`src/rtl/i2c_master_byte_if.sv`:
```
// Command/response handshake and open-drain I2C pins of the byte-level I2C master.
// The master modport is the controller side; the slave modport is the command issuer and bus side.
interface i2c_master_byte_if;
  logic       cmd_valid;
  logic       cmd_ready;
  logic [1:0] cmd_code;
  logic [7:0] cmd_wdata;
  logic       cmd_mack;
  logic       rsp_valid;
  logic [7:0] rsp_rdata;
  logic       rsp_nack;
  logic       busy;
  logic       scl_oe;
  logic       scl_i;
  logic       sda_oe;
  logic       sda_i;

  modport master (
    input  cmd_valid, cmd_code, cmd_wdata, cmd_mack, scl_i, sda_i,
    output cmd_ready, rsp_valid, rsp_rdata, rsp_nack, busy, scl_oe, sda_oe
  );

  modport slave (
    output cmd_valid, cmd_code, cmd_wdata, cmd_mack, scl_i, sda_i,
    input  cmd_ready, rsp_valid, rsp_rdata, rsp_nack, busy, scl_oe, sda_oe
  );
endinterface

```
`src/rtl/i2c_master_byte.sv`:
```
// Byte-level I2C master: START / WRITE / READ / STOP commands, open-drain drive enables,
// quarter-period sequencing with SCL stretching by the target.
module i2c_master_byte #(
  parameter int DIVIDER = 16
) (
  input  logic clk,
  input  logic rst,
  i2c_master_byte_if.master bus
);

  typedef enum logic [2:0] {S_IDLE, S_START, S_BIT, S_STOP, S_RESP} state_t;

  localparam logic [1:0]  CMD_START = 2'd0;
  localparam logic [1:0]  CMD_READ  = 2'd2;
  localparam logic [1:0]  CMD_STOP  = 2'd3;
  localparam logic [15:0] CNT_LAST  = 16'(DIVIDER - 1);

  state_t      state;
  logic [15:0] cnt;
  logic [1:0]  ph;
  logic [3:0]  bit_idx;
  logic        is_read;
  logic        mack;
  logic [7:0]  tx;
  logic [7:0]  rx;
  logic        ready;
  logic        rsp_valid;
  logic [7:0]  rsp_rdata;
  logic        rsp_nack;
  logic        busy;
  logic        scl_oe;
  logic        sda_oe;
  logic        stall;

  // SDA pull-down for a bit slot: slot 0 is the ack slot, owned by the target on WRITE.
  function automatic logic slot_drive(input logic rd, input logic [3:0] idx,
                                      input logic b, input logic mk);
    if (idx == 4'd0) begin
      slot_drive = rd ? ~mk : 1'b0;
    end else begin
      slot_drive = rd ? 1'b0 : ~b;
    end
  endfunction

  // While SCL is released in q1 but still sensed low, the target is stretching the clock.
  assign stall = (ph == 2'd1) && !bus.scl_i && ((state == S_BIT) || (state == S_STOP));

  assign bus.cmd_ready = ready;
  assign bus.rsp_valid = rsp_valid;
  assign bus.rsp_rdata = rsp_rdata;
  assign bus.rsp_nack  = rsp_nack;
  assign bus.busy      = busy;
  assign bus.scl_oe    = scl_oe;
  assign bus.sda_oe    = sda_oe;

  always_ff @(posedge clk) begin
    if (rst) begin
      state     <= S_IDLE;
      cnt       <= 16'd0;
      ph        <= 2'd0;
      bit_idx   <= 4'd0;
      is_read   <= 1'b0;
      mack      <= 1'b0;
      tx        <= 8'h00;
      rx        <= 8'h00;
      ready     <= 1'b1;
      rsp_valid <= 1'b0;
      rsp_rdata <= 8'h00;
      rsp_nack  <= 1'b0;
      busy      <= 1'b0;
      scl_oe    <= 1'b0;
      sda_oe    <= 1'b0;
    end else begin
      case (state)
        S_IDLE: begin
          rsp_valid <= 1'b0;
          if (bus.cmd_valid && ready) begin
            ready    <= 1'b0;
            busy     <= 1'b1;
            cnt      <= 16'd0;
            ph       <= 2'd0;
            bit_idx  <= 4'd8;
            rsp_nack <= 1'b0;
            tx       <= bus.cmd_wdata;
            mack     <= bus.cmd_mack;
            is_read  <= (bus.cmd_code == CMD_READ);
            case (bus.cmd_code)
              CMD_START: begin
                state  <= S_START;
                sda_oe <= 1'b0;
              end
              CMD_STOP: begin
                state  <= S_STOP;
                scl_oe <= 1'b1;
                sda_oe <= 1'b1;
              end
              default: begin
                state  <= S_BIT;
                scl_oe <= 1'b1;
                sda_oe <= slot_drive(bus.cmd_code == CMD_READ, 4'd8,
                                     bus.cmd_wdata[7], bus.cmd_mack);
              end
            endcase
          end else begin
            ready <= 1'b1;
          end
        end
        S_START, S_BIT, S_STOP: begin
          if (stall) begin
            cnt <= cnt;
          end else if (cnt != CNT_LAST) begin
            cnt <= cnt + 16'd1;
          end else begin
            cnt <= 16'd0;
            ph  <= ph + 2'd1;
            if (state == S_START) begin
              case (ph)
                2'd0:    scl_oe <= 1'b0;
                2'd1:    sda_oe <= 1'b1;
                2'd2:    scl_oe <= 1'b1;
                default: state  <= S_RESP;
              endcase
            end else if (state == S_STOP) begin
              case (ph)
                2'd0:    scl_oe <= 1'b0;
                2'd1:    sda_oe <= 1'b0;
                2'd3:    state  <= S_RESP;
                default: sda_oe <= sda_oe;
              endcase
            end else begin
              case (ph)
                2'd0: scl_oe <= 1'b0;
                2'd2: begin
                  scl_oe <= 1'b1;
                  if (bit_idx != 4'd0) begin
                    rx <= {rx[6:0], bus.sda_i};
                  end else if (!is_read) begin
                    rsp_nack <= bus.sda_i;
                  end else begin
                    rsp_nack <= 1'b0;
                  end
                end
                2'd3: begin
                  // Next slot's SDA is set together with the SCL-low quarter that starts it.
                  if (bit_idx == 4'd0) begin
                    state <= S_RESP;
                  end else begin
                    bit_idx <= bit_idx - 4'd1;
                    tx      <= {tx[6:0], 1'b0};
                    sda_oe  <= slot_drive(is_read, bit_idx - 4'd1, tx[6], mack);
                  end
                end
                default: scl_oe <= scl_oe;
              endcase
            end
          end
        end
        S_RESP: begin
          rsp_valid <= 1'b1;
          busy      <= 1'b0;
          state     <= S_IDLE;
          if (is_read) begin
            rsp_rdata <= rx;
          end else begin
            rsp_rdata <= rsp_rdata;
          end
        end
        default: state <= S_IDLE;
      endcase
    end
  end

endmodule

```
`src/flat_wrapper.sv`:
```
// flat-port wrapper written by rule: the top's interface ports become plain ports
module i2c_master_byte_flat 
#(
  parameter int DIVIDER = 16
)
  (clk, rst, bus_cmd_valid, bus_cmd_code, bus_cmd_wdata, bus_cmd_mack, bus_scl_i, bus_sda_i, bus_cmd_ready, bus_rsp_valid, bus_rsp_rdata, bus_rsp_nack, bus_busy, bus_scl_oe, bus_sda_oe);
  i2c_master_byte_if bus_i ();
  input  logic clk;
  input  logic rst;
  input wire logic [$bits(bus_i.cmd_valid)-1:0] bus_cmd_valid;
  input wire logic [$bits(bus_i.cmd_code)-1:0] bus_cmd_code;
  input wire logic [$bits(bus_i.cmd_wdata)-1:0] bus_cmd_wdata;
  input wire logic [$bits(bus_i.cmd_mack)-1:0] bus_cmd_mack;
  input wire logic [$bits(bus_i.scl_i)-1:0] bus_scl_i;
  input wire logic [$bits(bus_i.sda_i)-1:0] bus_sda_i;
  output wire logic [$bits(bus_i.cmd_ready)-1:0] bus_cmd_ready;
  output wire logic [$bits(bus_i.rsp_valid)-1:0] bus_rsp_valid;
  output wire logic [$bits(bus_i.rsp_rdata)-1:0] bus_rsp_rdata;
  output wire logic [$bits(bus_i.rsp_nack)-1:0] bus_rsp_nack;
  output wire logic [$bits(bus_i.busy)-1:0] bus_busy;
  output wire logic [$bits(bus_i.scl_oe)-1:0] bus_scl_oe;
  output wire logic [$bits(bus_i.sda_oe)-1:0] bus_sda_oe;
  assign bus_i.cmd_valid = bus_cmd_valid;
  assign bus_i.cmd_code = bus_cmd_code;
  assign bus_i.cmd_wdata = bus_cmd_wdata;
  assign bus_i.cmd_mack = bus_cmd_mack;
  assign bus_i.scl_i = bus_scl_i;
  assign bus_i.sda_i = bus_sda_i;
  assign bus_cmd_ready = bus_i.cmd_ready;
  assign bus_rsp_valid = bus_i.rsp_valid;
  assign bus_rsp_rdata = bus_i.rsp_rdata;
  assign bus_rsp_nack = bus_i.rsp_nack;
  assign bus_busy = bus_i.busy;
  assign bus_scl_oe = bus_i.scl_oe;
  assign bus_sda_oe = bus_i.sda_oe;
  i2c_master_byte #(.DIVIDER(DIVIDER)) u_core (.clk(clk), .rst(rst), .bus(bus_i));
endmodule
```
`config.mk`:
```
export PLATFORM = sky130hd
export DESIGN_NAME = i2c_master_byte_flat
export DESIGN_NICKNAME = d
export VERILOG_FILES = /design/src/rtl/i2c_master_byte_if.sv /design/src/rtl/i2c_master_byte.sv /design/src/flat_wrapper.sv
export SDC_FILE = /design/constraint.sdc
export NUM_CORES = 1
export LEC_CHECK = 0
export BUFFER_PORTS_ARGS = -buffer_cell sky130_fd_sc_hd__buf_2
export CORE_UTILIZATION = 45
export DETAILED_ROUTE_END_ITERATION = 10
export MAX_ROUTING_LAYER = met4
export PLACE_DENSITY = 0.75
export SYNTH_ARGS = -nofsm -noshare
export SYNTH_HDL_FRONTEND = slang
export SYNTH_SLANG_ARGS = --single-unit
```
`constraint.sdc`:
```
create_clock -name clk -period 2.4 [get_ports clk]
set_input_delay 0.24 -clock clk [delete_from_list [all_inputs] [get_ports clk]]
set_output_delay 0.24 -clock clk [all_outputs]
set_load 0.01 [all_outputs]
```
Word level (Yosys, flattened, before mapping):

Cells that the tools add are included.

* reductions and logical operators: 26
* bitwise logic cells: 7
* muxes and demuxes: 72
* eq/ne operators: 28
* $add $sub $neg: 3

Operators by type and width (count)
* 2-to-1 mux 7 bit: 7
* 2-to-1 mux 16 bit: 3
* one-hot mux 16 bit (2 select lines): 1
* 2-to-1 mux 1 bit: 30
* 2-to-1 mux 4 bit: 7
* 2-to-1 mux 3 bit: 9
* AND reduction 8 bit: 3
* adder 16 x 1 -> 16 bit (second input constant): 1
* inequality test 16 x 4 -> 1 bit (second input constant): 1
* inequality test 2 bit (second input constant): 8
* one-hot mux 1 bit (2 select lines): 7
* one-hot mux 7 bit (2 select lines): 1
* AND reduction 6 bit: 2
* == test 2 bit (second input constant): 4
* logical NOT 4 bit: 2
* inequality test 4 x 1 -> 1 bit (second input constant): 2
* one-hot mux 2 bit (2 select lines): 2
* one-hot mux 4 bit (2 select lines): 1
* NOT 1 bit: 7
* AND reduction 7 bit: 1
* == test 3 x 2 -> 1 bit (second input constant): 2
* 2-to-1 mux 2 bit: 3
* inequality test 3 x 2 -> 1 bit (second input constant): 2
* one-hot mux 3 bit (2 select lines): 1
* 21 further kinds: 29

* bits in registers: 56
* bits of input ports: 16
* word-level logic and storage cells: 151

Longest topological paths before layout:

* word-level depth: 10
* mapped depth: 8
* depth with buffers taken out: 7

Least setup slack after synthesis:

No wires, ideal clock.

* path kind: flip-flop to flip-flop
* from: register u_core.ph[1]
* to: register u_core.tx[1]
* period minus slack after synthesis: 1.936 ns
* data arrival time: 1.862 ns
* buffers on the path: 1
* setup slack: 0.464 ns
* cell stages (with the launch flop): 8
* data required time: 2.326 ns
* library setup time: 0.074 ns
* path through: dfxtp_1 -> inv_1 -> ha_1 -> nor4bb_4 -> or4_1 -> buf_2 -> or4_1 -> o21ai_0

* cells in the longest elaborated chain, start to end: 5

RTL lines
* from (decl): RTL line i2c_master_byte.sv:20 `logic [1:0] ph;`
* from (signal assigned): RTL line i2c_master_byte.sv:115 `ph <= ph + 2'd1;`
* == test 2 x 1 -> 1 bit: RTL line i2c_master_byte.sv:46 `assign stall = (ph == 2'd1) && !bus.scl_i && ((state == S_BIT) || (state == S_STOP));`
* logical AND 1 bit (2 in a row): RTL line i2c_master_byte.sv:46
* inequality test 2 bit (no line)
* AND reduction 8 bit (no line) (*)
* to (signal assigned): RTL line i2c_master_byte.sv:84 `tx <= bus.cmd_wdata;`
* to (signal assigned): RTL line i2c_master_byte.sv:149 `tx <= {tx[6:0], 1'b0};`
* to (decl): RTL line i2c_master_byte.sv:24 `logic [7:0] tx;`

Mark *: on every way between the ends. The rest lies on a longest branch, timed or not.
A chain may end at the register's enable or synchronous reset.

Worst setup path after layout:

* from: register u_core.ph[1]
* to: register u_core.tx[4]

The elaborated chain is that of the path after synthesis.

==> metrics.txt <==
status=completed; all-layer global routing usage=21.47%; peak fanout along the critical path=10; Critical R2R Capture=u_core.tx[4]; hold-fix buffers at CTS=0; 1st-iter DRT viols=165; Psw=between 1 and 1.5 mW; leading cell type in the layout, fill and taps excluded=dfxtp_1; CP endpoint kind=register; pwr dens=~900 nW/um^2; share of layout cells above drive strength 1=16.09%; CP Class=register to register; CTS-repair resized insts=0; measured slew at the worst slew-check pin=0.5312 ns; number of global-route vias before repair=2393; setup slack after placement=about 0.26 ns; initial antenna violation count=0; final max-slew violation count=0; arrival time at the worst endpoint=2.40 ns; ys flop type=dfxtp_1; Achievable Freq=between 400 and 500 MHz; Avg Inst Size Synth=approximately 8.4 um^2; Worst Reg-to-Reg Cells=6; Reg clk slew, reported paths=roughly 0.11 ns; Final Cycle Share=around 90%; total negative setup slack=0 ns; Int Power=1.772 mW; minimum clock period=between 2 and 2.5 ns; post-detail-place hpwl=about 4500 um; clock sinks=56; Post-Synthesis Cells=around 350; Num CTS Buffers=5; Final Setup Violations=0; wirelength, routed=~6300 um; clock latency on the worst-skew pair=0.32 ns; Die X=approximately 82 um; Comb pwr share=40.9%; first-pass GRT wire length=about 11000 um; largest net degree at the start of global routing=between 40 and 50; antenna cells=0; slack of the critical path=~0.25 ns; Yosys top cell by area=dfxtp_1; Worst Setup EP=u_core.tx[4]; Chip Height=around 82 um; final antenna-violating net count=0; I/O Buffers=29; I/O pin total=30; Pleak=1.324 nW; initial core utilization=47.78%; Core ar.=between 6000 and 7000 um^2; root buf cell=clkbuf_8; Post-Syn Area=2913 um^2; Synth cell types=56; GR Overflow Total=0; top cell type's share of synthesized area=between 30% and 40%; Hold Fails Final Rpt=0; max_cap viols=0; switching share of power=40.44%; Avg Vias per Cell=around 5.7; WL/cell=14.05 um; clock share of power=a little under a fifth; Area contributors post-synth=dfxtp_1 (38%), mux2i_1 (6.2%), a21oi_1 (5.3%), nand2_1 (4.8%), ha_1 (4.3%); Flop pwr share=40.6%; drt pass-1 iters=4; post-synthesis net count=371; asr flop ratio synth=0%; final net count=~400; DRC=0; post-CTS setup buffer count=0; worst IR drop on VDD=0.5263 mV; CTS tree=yes; worst r2r src=u_core.ph[1]; Slew HR=64.59%; synth warn=0; clk_skew=between 0.004 and 0.005 ns; RSZ-0062 raised after global routing=false; Seq/Total Area, Yosys=about two fifths; r2r setup slk=0.25 ns; Placer Congestion=about 0.83; hold path start=bus_cmd_mack; routed via count=2545; die area=between 6000 and 7000 um^2; WP data required=~2.7 ns; most frequent cells in the layout=dfxtp_1 (56), nand2_1 (37), a21oi_1 (31); H-tree levels=2; Setup crit start kind=register; area delta synth->final=10.87%; CP Launch Point=u_core.ph[1]; clock buffer depth=2; FP Rows=28; Yosys reg bits=56; worst min-delay path class=input port to register; Post-synth EDFFs=0
## flip-flops by register name (all words and copies together) (netlist names)
| register | cells |
|---|---|
| u_core.mack | 1 |
| u_core.bit_idx | 4 |
| u_core.bus.scl_oe | 1 |
| u_core.bus.rsp_nack | 1 |
| u_core.bus.rsp_valid | 1 |
| u_core.is_read | 1 |
| u_core.bus.busy | 1 |
| u_core.bus.rsp_rdata | 8 |
| u_core.bus.sda_oe | 1 |
| u_core.state | 3 |
| u_core.tx | 7 |
| u_core.cnt | 16 |
| u_core.ph | 2 |
| u_core.rx | 8 |
| u_core.bus.cmd_ready | 1 |
## critical path: stages (launching register included)
cell and delay (ns):
dfxtp_1 0.38, inv_1 0.09, ha_1 0.19, nor4bb_4 0.19
or4_1 0.59, or4_1 0.54, o21ai_0 0.08
## worst min path at each step
stage	end	slack, ns	depth (start not counted)
2_1_floorplan	u_core.rx[0]	0.38	2
3_3_place_gp	u_core.bus.rsp_rdata[0]	0.44	2
3_5_place_dp	u_core.bus.rsp_rdata[1]	0.45	2
4_1_cts	u_core.mack	0.16	3
5_1_grt	u_core.tx[0]	0.17	3
6_report	u_core.mack	0.16	3
## kinds of logic after synthesis
| logic type | after synthesis | synth area share (%) |
|---|---|---|
| simple gates | 146 | 28.22 |
| compound gates | 80 | 16.67 |
| flops | 56 | 38.49 |
| buf+inv | 29 | 4.338 |
| mux | 18 | 6.185 |
| fa+ha+maj | 10 | 4.296 |
| xor+xnor | 6 | 1.804 |
## per-layer routing
layer	wire length, um	vias to the layer above	share of wire [%]	global-route usage, %
met5	0	-	0	-
met3	307	14	4.9	4.066
met4	129	0	2.0	8.596
met1	3002	1175	48	26.84
met2	2854	62	45	34.05
li1	-	1294	-	-
## synth_stat cells (all sizes together), types with 2 or more instances
cell type  number
a211oi          2
a21oi          33
a31oi           4
and3            7
and4            4
buf             9
clkbuf          9
dfxtp          56
ha             10
inv            11
mux2i          18
nand2          37
nand2b          3
nand3          16
nand3b          4
nand4           5
nor2           29
nor2b           3
nor3           12
nor4            5
nor4bb          3
o211ai          2
o21a            3
o21ai          26
o32ai           2
or2             2
or3             2
or4             7
xor2            6
## power by group through the flow
stage | sequential, mW | combinational, mW | clock [mW]
2_1_floorplan | 1.18 | 0.972 | 0
3_3_place_gp | 1.22 | 1.19 | 0
3_5_place_dp | 1.23 | 1.21 | 0
4_1_cts | 1.21 | 1.21 | 0.563
5_1_grt | 1.24 | 1.35 | 0.606
6_report | 1.21 | 1.22 | 0.551
## area by class of cell
type / instances / area [um^2]
clock inverters: 3 / 26.28
inverters: 11 / 41.29
clock buffers: 5 / 68.82
well taps: 75 / 93.84
flip-flops and latches: 56 / 1121
repair buffers: 38 / 212.7
fillers: 585 / 2867
multi-input cells: 260 / 1665
## per-stage QoR
stage               area, um^2  cells  utilization [%]  power, mW  hold slack, ns
finish                    3229    448            52.98      2.976          0.1643
global route              3229    448            52.98      3.189          0.1684
CTS                       3229    448            52.98      2.981          0.1584
detailed placement        3134    440            51.42      2.435          0.4484
global placement          3134    440            51.42      2.413          0.4410
floorplan                 2913    345                -      2.151          0.3839
Power figures use the tool's default switching activity.
